## src/rtl/posit_pkg.sv

```systemverilog
// Shared posit definitions used by the posit encoder and decoder: format widths,
// the decoder state encoding and the two special bit patterns.
package posit_pkg;

    localparam int N  = 32;
    localparam int ES = 3;
    localparam int KW = 6;

    typedef enum logic [2:0] {
        IDLE     = 3'd0,
        SIGN     = 3'd1,
        REGIME   = 3'd2,
        EXP      = 3'd3,
        MANT     = 3'd4,
        COMPLETE = 3'd5
    } state_t;

    localparam logic [N-1:0] POSIT_ZERO = 32'h0000_0000;
    localparam logic [N-1:0] POSIT_NAR  = 32'h8000_0000;

endpackage

```

## src/rtl/posit_decoder.sv

```systemverilog
// Serial 32-bit posit decoder. A captured word is scanned MSB first, one bit per
// clock, and split into sign, regime value k, exponent bits and an MSB-aligned
// fraction. Every word takes the same 33-edge path from start to done, so a word
// that runs out of bits inside the regime or exponent simply leaves the remaining
// fields at zero.
module posit_decoder
    import posit_pkg::*;
(
    input  logic          clk,
    input  logic          rst,
    input  logic          start,
    input  logic [N-1:0]  posit_in,
    output logic          sign_out,
    output logic [KW-1:0] k_out,
    output logic [ES-1:0] exp_out,
    output logic [N-1:0]  mantissa_out,
    output logic          is_zero,
    output logic          is_nar,
    output logic          busy,
    output logic          done
);

    state_t        state_q;
    logic [N-1:0]  shift_q;
    logic [4:0]    bitIdx_q;
    logic [4:0]    run_q;
    logic [1:0]    expIdx_q;
    logic [4:0]    mantIdx_q;
    logic          refBit_q;
    logic          special_q;
    logic          sign_q;
    logic [KW-1:0] k_q;
    logic [ES-1:0] exp_q;
    logic [N-1:0]  mant_q;
    logic          isZero_q;
    logic          isNar_q;
    logic          done_q;

    logic          curBit;
    logic          lastBit;
    logic          runMatch;
    logic [4:0]    runNext;
    logic [KW-1:0] kCalc;

    // The bit under the scan head is always the MSB of the left-shifting register;
    // bitIdx tracks which original bit position that is, so bit 0 can end the scan.
    assign curBit   = shift_q[N-1];
    assign lastBit  = (bitIdx_q == 5'd0);
    assign runMatch = (curBit == refBit_q);
    // The run length including the current bit lets k be formed in the same cycle
    // the run ends, whether it ends on a terminator or on bit 0.
    assign runNext  = run_q + {4'd0, runMatch};
    assign kCalc    = refBit_q ? ({1'b0, runNext} - 6'd1) : (6'd0 - {1'b0, runNext});

    // Decode FSM: captures the word, walks it field by field and pulses done.
    always_ff @(posedge clk or negedge rst) begin
        if (!rst) begin
            state_q   <= IDLE;
            shift_q   <= '0;
            bitIdx_q  <= '0;
            run_q     <= '0;
            expIdx_q  <= '0;
            mantIdx_q <= '0;
            refBit_q  <= 1'b0;
            special_q <= 1'b0;
            sign_q    <= 1'b0;
            k_q       <= '0;
            exp_q     <= '0;
            mant_q    <= '0;
            isZero_q  <= 1'b0;
            isNar_q   <= 1'b0;
            done_q    <= 1'b0;
        end else begin
            case (state_q)
                IDLE: begin
                    done_q <= 1'b0;
                    if (start) begin
                        shift_q   <= posit_in;
                        bitIdx_q  <= 5'd31;
                        run_q     <= '0;
                        expIdx_q  <= '0;
                        mantIdx_q <= '0;
                        sign_q    <= 1'b0;
                        k_q       <= '0;
                        exp_q     <= '0;
                        mant_q    <= '0;
                        special_q <= (posit_in[N-2:0] == '0);
                        isZero_q  <= (posit_in == POSIT_ZERO);
                        isNar_q   <= (posit_in == POSIT_NAR);
                        state_q   <= SIGN;
                    end
                end
                SIGN: begin
                    sign_q   <= curBit;
                    refBit_q <= shift_q[N-2];
                    run_q    <= '0;
                    shift_q  <= shift_q << 1;
                    bitIdx_q <= bitIdx_q - 5'd1;
                    state_q  <= REGIME;
                end
                REGIME: begin
                    shift_q  <= shift_q << 1;
                    bitIdx_q <= bitIdx_q - 5'd1;
                    run_q    <= runNext;
                    if (!runMatch || lastBit) begin
                        if (!special_q) begin
                            k_q <= kCalc;
                        end
                        state_q <= lastBit ? COMPLETE : EXP;
                    end
                end
                EXP: begin
                    if (!special_q) begin
                        exp_q[2'd2 - expIdx_q] <= curBit;
                    end
                    shift_q  <= shift_q << 1;
                    bitIdx_q <= bitIdx_q - 5'd1;
                    expIdx_q <= expIdx_q + 2'd1;
                    if (lastBit) begin
                        state_q <= COMPLETE;
                    end else if (expIdx_q == 2'd2) begin
                        state_q <= MANT;
                    end
                end
                MANT: begin
                    if (!special_q) begin
                        mant_q[5'd31 - mantIdx_q] <= curBit;
                    end
                    shift_q   <= shift_q << 1;
                    bitIdx_q  <= bitIdx_q - 5'd1;
                    mantIdx_q <= mantIdx_q + 5'd1;
                    if (lastBit) begin
                        state_q <= COMPLETE;
                    end
                end
                COMPLETE: begin
                    done_q  <= 1'b1;
                    state_q <= IDLE;
                end
                default: begin
                    state_q <= IDLE;
                end
            endcase
        end
    end

    assign sign_out     = sign_q;
    assign k_out        = k_q;
    assign exp_out      = exp_q;
    assign mantissa_out = mant_q;
    assign is_zero      = isZero_q;
    assign is_nar       = isNar_q;
    assign busy         = (state_q != IDLE);
    assign done         = done_q;

endmodule

```

## config.mk

```make
export PLATFORM = sky130hd
export DESIGN_NAME = posit_decoder
export DESIGN_NICKNAME = d
export VERILOG_FILES = /design/src/rtl/posit_pkg.sv /design/src/rtl/posit_decoder.sv
export SDC_FILE = /design/constraint.sdc
export NUM_CORES = 1
export LEC_CHECK = 0
export ABC_AREA = 1
export CORE_ASPECT_RATIO = 0.9
export CORE_MARGIN = 2
export CORE_UTILIZATION = 60
export CTS_BUF_LIST = sky130_fd_sc_hd__clkbuf_4 sky130_fd_sc_hd__clkbuf_8
export CTS_CLUSTER_DIAMETER = 200
export DETAILED_ROUTE_END_ITERATION = 8
export DONT_BUFFER_PORTS = 1
export GPL_TIMING_DRIVEN = 0
export PLACE_DENSITY = 0.79
export SYNTH_ARGS = -nofsm -noshare
export SYNTH_HDL_FRONTEND = slang
export SYNTH_SLANG_ARGS = --single-unit
```

## constraint.sdc

```tcl
create_clock -name clk -period 1.8 [get_ports clk]
set_clock_uncertainty 0.1 [all_clocks]
set_input_delay 0.18 -clock clk [delete_from_list [all_inputs] [get_ports clk]]
set_output_delay 0.18 -clock clk [all_outputs]
set_load 0.02 [all_outputs]
```

==> metrics.yaml, run 1 <==
place:
  place_area_um2: 5740
  place_ws_ns: -0.250
  dp_hpwl_mm: 9.17
  portBuffers: 0
  globalplace.congestion: 0.927
pwr:
  combPwrFrac: 0.555
  power_w: 0.0109
  p_per_area_nw_per_um2: 1610
  p_sw_w: 0.00501
  pwr-share-seq: 0.320
  irDropWorstVdd_v: 0.000786
  p_sw_frac: 0.458
  leakagePower_nw: 3.74
  internal_power_w: 0.00592
  p_clk_frac: 0.125
timing:
  layout_setup_ws_ns: -0.100
  fmax_ghz: 0.526
  fin_crit_ns: 1.90
  hold_viol: 99
  setup_tns_ns: -0.473
  setup_viol_count_final: 10
  period_share: 1.06
  relSlewSlack: 0.718
  slew_violations: 0
  worst_slew_pin_slew_ns: 0.423
  hold_ws_ns: -0.611
  grt_setup_unrepaired: "true"
route:
  drtAntennaViolNets: 0
  wl_per_cell_um: 15.3
  firstDrtPassIters: 7
  drc: 0
  vias: 5514
  drt_iter0_markers: 486
  wl_mm: 15.2
  vias_per_cell: 5.58
yosys:
  ys_ff_latch: 99
  postSynth.asyncResetShare: 1.00
  synth_edf_count: 0
  synthesis.nets: 840
  yosysWarnings: 0
  synth.distinct_cells: 30
  synth_top_area_frac: 0.449
  synth.avg_cell_area_um2: 6.97
  syn-instance-count: 792
  synthTopCellsByArea: "dfrtp_1 45%, nand2_1 25%, inv_1 5.9%, nand3_1 5.0%, o21ai_0 4.4%"
  syn_area_um2: 5520
  yosysTopAreaCell: "dfrtp_1"
  yosysSeqAreaShare: 0.449
  synth_ff_type: "dfrtp_1"
run_status:
  violations: "hold timing, setup timing"
  status: "finished, violations left"
layout:
  area_growth_pct: 22.6
  nFillCells: 660
  fin_nets: 911
  drive_above_1_share: 0.146
  final_area_um2: 6770
  diodes: 0
  fin_util: 0.748
setup_path:
  critPathMaxStageDelay_ns: 0.39
  crit_path_end_kind: "flop"
  cp_cell_sequence: "buf_6, nand2_4, nand2_4, ha_4, ha_4, inv_4, ha_4, inv_2, nor2_1, nand2_1, nand3_1, nand2_1, nand2_1, nand2_1"
  slowest_stage: "dfrtp_1"
  r2r-start: "refBit_q$_DFFE_PN0P_"
  crit_arrival_ns: 2.06
  startpoint_type: "flop"
  critical_path_class: "reg -> reg"
  crit_path_start: "refBit_q$_DFFE_PN0P_"
  worst_ep_required_time_ns: 1.96
  path_max_fanout: 3
  cp_common_cell: "nand2_1"
flow_run:
  cap_violations: 0
global_routing:
  grt_pass1_wl_mm: 23.1
  gr-usage-all-layers: 0.288
  overflow: 0
  grt_pass1_vias: 5061
  grt_max_degree: 100
  antenna_found_initial: 0
clock_network:
  cts-root-buf: "clkbuf_8"
  h-tree-depth: 3
  path_clk_slew_ns: 0.10
  cts_buffers: 9
  clk-insertion-delay-late_ns: 0.37
  cts_sinks: 99
  cts_tree: "yes"
  cts.path.max_buffers: 2
  ctsHoldBuffers: 32
floorplanning:
  initial_core_util: 0.610
  design.die.area_um2: 9980
  core_um2: 9040
  io_pins: 81
  die_h_um: 95.0
  dieWidth_um: 105
  rows: 33
worst_hold_path:
  hold_path.class: "in -> async"
[final timing paths]
check                                                to  slack, ns  depth (start not counted)
worst min-delay path               k_out[5]$_DFFE_PN0P_      -0.61                          0
worst min register to register  shift_q[26]$_DFFE_PN0P_       0.39                          2
min in group clk                     is_nar$_DFFE_PN0P_       0.02                          6
max in group asynchronous       shift_q[26]$_DFFE_PN0P_       1.98                          0
worst max register to register     k_out[4]$_DFFE_PN0P_      -0.10                         14
worst max-delay path               k_out[4]$_DFFE_PN0P_      -0.10                         14
[sequential cells by signal, summed over array words and instances, names as in the netlist]
name	cells
mantissa_out	32
shift_q	32
k_out	6
bitIdx_q	5
mantIdx_q	5
run_q	5
exp_out	3
state_q	3
expIdx_q	2
done	1
is_nar	1
is_zero	1
refBit_q	1
sign_out	1
special_q	1
[critical path: cells and delay by family, from the launching register on]
kind	cells	cell delay [ns]
DFF	1	0.39
buffers and inverters	3	0.23
and+or+nand+nor	8	0.53
adders and majority gates	3	0.54
[cells in the mapped netlist, types with 3 or more instances]
master / count
buf_6: 3
o21ai_1: 9
dfrtp_1: 99
nand3_1: 55
ha_1: 13
o21ai_0: 48
nand4_1: 14
nand2_1: 362
clkbuf_1: 11
o22ai_1: 5
a21oi_1: 3
xnor2_1: 3
buf_2: 11
inv_1: 87
nor2_1: 41
nor3_1: 5
buf_4: 5
[metrics by stage]
step	hold WS [ns]	cells
6_report	-0.611	989
5_1_grt	-0.629	989
4_1_cts	-0.619	974
3_5_place_dp	-0.213	914
3_3_place_gp	-0.213	914
2_1_floorplan	-0.216	792
[layer usage]
metal,share of wire,vias to the layer above,GRT usage
met5,0,-,0
met4,0.028,0,0.0800
met3,0.085,57,0.0683
met2,0.49,313,0.474
met1,0.40,2540,0.385
li1,-,2604,-
[cell usage in the layout, fill, tap and decap left out, types with 6 or more instances in the layout]
| cell | instances |
|---|---|
| o21ai_0 | 44 |
| buf_6 | 11 |
| nand2_4 | 6 |
| buf_2 | 7 |
| buf_4 | 33 |
| nand2_1 | 347 |
| clkbuf_8 | 11 |
| dlygate4sd3_1 | 32 |
| nand4_1 | 14 |
| o21ai_1 | 13 |
| nor2_1 | 35 |
| nand3_1 | 49 |
| nand2_2 | 10 |
| inv_1 | 78 |
| ha_1 | 8 |
| dfrtp_1 | 95 |
[power groups by stage]
stage | registers [W] | clock network, W | logic, W
after floorplan | 0.00333 | 0 | 0.00360
after global placement | 0.00341 | 0 | 0.00435
after detailed placement | 0.00344 | 0 | 0.00451
after CTS | 0.00341 | 0.00139 | 0.00487
after global routing | 0.00356 | 0.00147 | 0.00670
final | 0.00350 | 0.00137 | 0.00606
[kinds of logic (layout without fill, tap and decap cells)]
| kind of cell | Yosys count | count (layout) | synth area share |
|---|---|---|---|
| AO/OA/AOI/OAI | 71 | 71 | 0.0685 |
| adder cells (fa/ha/maj) | 13 | 13 | 0.0295 |
| XOR/XNOR | 5 | 5 | 0.00794 |
| flip-flops | 99 | 99 | 0.449 |
| buffers and inverters | 121 | 196 | 0.0923 |
| AND/OR/NAND/NOR | 483 | 483 | 0.353 |
[area by class of cell]
cell class              instances  area [um^2]  area share
flip-flops and latches         99         2480       0.367
plain buffers                  28          219      0.0324
inverters                      89          359      0.0531
well taps                     122          153      0.0226
repair buffers                 64          598      0.0884
clock inverters                 3         23.8     0.00351
multi-input cells             572         2770       0.410
clock buffers                  12          159      0.0235
[timing repair]
item | CTS | global route
buffers inserted | 13 | 16
endpoints found under the hold margin | 132 | 99
gates cloned | 0 | 3
endpoints found under the setup margin | 71 | 80
pin swaps | 7 | 17
gates resized for setup | 19 | 83
No activity file was read; power rests on OpenSTA's default activity.
==> run 2, diff against run 1 <==
- ABC_AREA: 1 -> not set
==> run 2 against run 1 <==
Net effect: the flow still finishes with violations (hold timing, setup timing); combinational power up 22%; final cell count down 27%; maximum frequency down 13%; area after synthesis down 8.0%; sequential power up 28%; synthesized cell count down 32%; utilization up 13 points; power up 25%; critical path depth down 8.
==> metrics.yaml, run 2 <==
floorplanning:
  design.die.area_um2: 9210  # -7.7%
  dieWidth_um: 101  # -3.9%
  initial_core_util: 0.623  # +0.0128
  core_um2: 8150  # -9.9%
  rows: 31  # -6.1%
  die_h_um: 91.3  # -3.9%
  io_pins: 81  # unchanged
global_routing:
  antenna_found_initial: 0  # unchanged
  gr-usage-all-layers: 0.332  # +0.0438
  grt_max_degree: 100  # unchanged
  overflow: 0  # unchanged
  grt_pass1_vias: 4761  # -5.9%
  grt_pass1_wl_mm: 23.9  # +3.5%
timing:
  layout_setup_ws_ns: -0.393  # -0.293 ns
  hold_viol: 99  # unchanged
  setup_viol_count_final: 93  # +83
  hold_ws_ns: -0.627  # -0.0165 ns
  fmax_ghz: 0.456  # -13%
  slew_violations: 0  # unchanged
  worst_slew_pin_slew_ns: 0.693  # +0.271 ns
  grt_setup_unrepaired: "true"
  relSlewSlack: 0.538  # -0.180
  period_share: 1.22  # +0.163
  fin_crit_ns: 2.19  # +0.293 ns
clock_network:
  cts_sinks: 99  # unchanged
  clk-insertion-delay-late_ns: 0.39  # +0.02 ns
  cts_buffers: 9  # unchanged
  ctsHoldBuffers: 33  # +3.1%
  h-tree-depth: 3  # unchanged
  cts_tree: "yes"
  cts-root-buf: "clkbuf_8"
  path_clk_slew_ns: 0.11  # about the same
  cts.path.max_buffers: 2  # unchanged
layout:
  area_growth_pct: 40.3
  regArea_um2: 2480  # -0.20%
  diodes: 0  # unchanged
  drive_above_1_share: 0.354  # +0.208
  stdcell_count: 726  # -27%
  multiInputGateArea_um2: 3100  # +12%
  fin_nets: 670  # -26%
  layout_commonest_cell: "dfrtp_1"
  nFillCells: 317  # -52%
  final_area_um2: 7120  # +5.2%
  final_cell_mix: "99 x dfrtp_1, 53 x nand2_1, 51 x o21ai_1"
  fin_util: 0.874  # +0.126
place:
  dp_hpwl_mm: 8.23  # -10%
  place_area_um2: 5340  # -7.0%
  globalplace.congestion: 0.882  # -4.9%
  dp_cells: 637  # -30%
  place_ws_ns: -0.324  # -0.0741 ns
  portBuffers: 0  # unchanged
setup_path:
  crit_arrival_ns: 2.38  # +0.32 ns
  reg2reg_setup_slack_ns: -0.39  # -0.29 ns
  worst_ep_required_time_ns: 1.99  # +0.03 ns
  path_max_fanout: 5  # +2
  critical_path_class: "reg -> reg"
  crit_path_end_kind: "flop"
  startpoint_type: "flop"
run_status:
  status: "finished, violations left"
  violations: "hold timing, setup timing"
route:
  vias_per_cell: 6.99  # +25%
  drtAntennaViolNets: 0  # unchanged
  drc: 0  # unchanged
  drt_iter0_markers: 583  # +20%
  wl_per_cell_um: 24.8  # +62%
  vias: 5075  # -8.0%
  firstDrtPassIters: 5  # -2
  wl_mm: 18.0  # +19%
yosys:
  syn_area_um2: 5080  # -8.0%
  postSynth.asyncResetShare: 1.00  # unchanged
  yosysTopAreaCell: "dfrtp_1"
  synth_ff_type: "dfrtp_1"
  synth_edf_count: 0  # unchanged
  synth.distinct_cells: 54  # +80%
  synthesis.nets: 586  # -30%
  yosysMostFrequentCell: "o21ai_0"
  syn-instance-count: 538  # -32%
  synthTopCellsByCount: "117 x o21ai_0, 99 x dfrtp_1, 63 x nand2_1, 36 x a21oi_1, 32 x mux2i_1"
  synthTopCellsByArea: "dfrtp_1 49%, o21ai_0 12%, mux2i_1 6.3%, nand2_1 4.7%, a21oi_1 3.5%"
  ys_ff_latch: 99  # unchanged
  yosysSeqAreaShare: 0.488  # +0.0392
  synth_top_area_frac: 0.488  # +0.0392
  yosysWarnings: 0  # unchanged
  synth.avg_cell_area_um2: 9.44  # +35%
pwr:
  leakagePower_nw: 3.17  # -15%
  internal_power_w: 0.00760  # +28%
  p_clk_frac: 0.132  # +0.007
  pwr-share-seq: 0.328  # +0.008
  irDropWorstVdd_v: 0.00108  # +37%
  combPwrFrac: 0.541  # -0.014
  p_sw_w: 0.00608  # +21%
  p_per_area_nw_per_um2: 1920  # +19%
  power_w: 0.0137  # +25%
  p_sw_frac: 0.444  # -0.0138
flow_run:
  cap_violations: 0  # unchanged
worst_hold_path:
  hold_path.class: "in -> async"
-- run 2: power by group through the flow --
stage	clock, W	sequential (W)	combinational (W)
floorplan	0	0.00410	0.00354
global placement	0	0.00426	0.00414
detailed placement	0	0.00430	0.00432
CTS	0.00175	0.00430	0.00572
global route	0.00187	0.00455	0.00776
finish	0.00180	0.00448	0.00739
-- run 2: logic make-up after synthesis --
kind of cell	after synthesis	synth area share
xor gates and xnor gates	14	0.0296
buffers and inverters	56	0.0481
and+or+nand+nor	138	0.138
AOI/OAI and AO/OA	185	0.199
DFF	99	0.488
muxes	33	0.0653
adders and majority gates	13	0.0320
-- run 2: path summary, 6_finish.rpt --
check	startpoint	endpoint	cells past startpoint
max in group asynchronous	rst	mantissa_out[11]$_DFFE_PN0P_	0
min in group clk	start	sign_out$_DFFE_PN0P_	2
setup / recovery	state_q[0]$_DFFE_PN0P_	k_out[0]$_DFFE_PN0P_	6
setup reg to reg	state_q[0]$_DFFE_PN0P_	k_out[0]$_DFFE_PN0P_	6
hold / removal	rst	done$_DFFE_PN0P_	0
hold reg to reg	shift_q[1]$_DFFE_PN0P_	shift_q[1]$_DFFE_PN0P_	2
-- run 2: metrics by stage --
stage,hold slack (ns),TNS [ns]
finish,-0.627,-14.55
global route,-0.642,-16.50
CTS,-0.615,-6.68
detailed placement,-0.213,-20.11
global placement,-0.213,-17.40
floorplan,-0.216,-0.903
-- run 2: worst max-delay path: stages, from the launching register on --
cell and delay [ns]:
dfrtp_1 0.50, buf_6 0.18, or3b_4 0.42, a211o_1 0.33, buf_6 0.14, and2_4 0.15
o31ai_2 0.26
-- run 2: area by class of cell --
class / count / share of cell area
Sequential cell: 99 / 0.348
Clock inverter: 6 / 0.0158
Multi-Input combinational cell: 384 / 0.435
Tap cell: 99 / 0.0174
Buffer: 32 / 0.0452
Clock buffer: 10 / 0.0184
Timing Repair Buffer: 81 / 0.113
Inverter: 15 / 0.00791
-- run 2: what timing repair did --
| action | 4_1_cts | 5_1_grt |
|---|---|---|
| gates resized for setup | 122 | 126 |
| buffers inserted | 21 | 20 |
| setup endpoints to repair | 80 | 95 |
| pin swaps | 47 | 26 |
| cloned | 8 | 1 |
| endpoints found under the hold margin | 133 | 99 |
-- run 2: routing by layer --
layer / wire length [um] / vias to the layer above / GRT usage / share of wire
met3: 1910 / 106 / 0.0893 / 0.11
met5: 0 / - / 0 / 0
met2: 8660 / 442 / 0.543 / 0.48
met1: 6590 / 2442 / 0.426 / 0.37
met4: 824 / 0 / 0.114 / 0.046
li1: - / 2085 / - / -
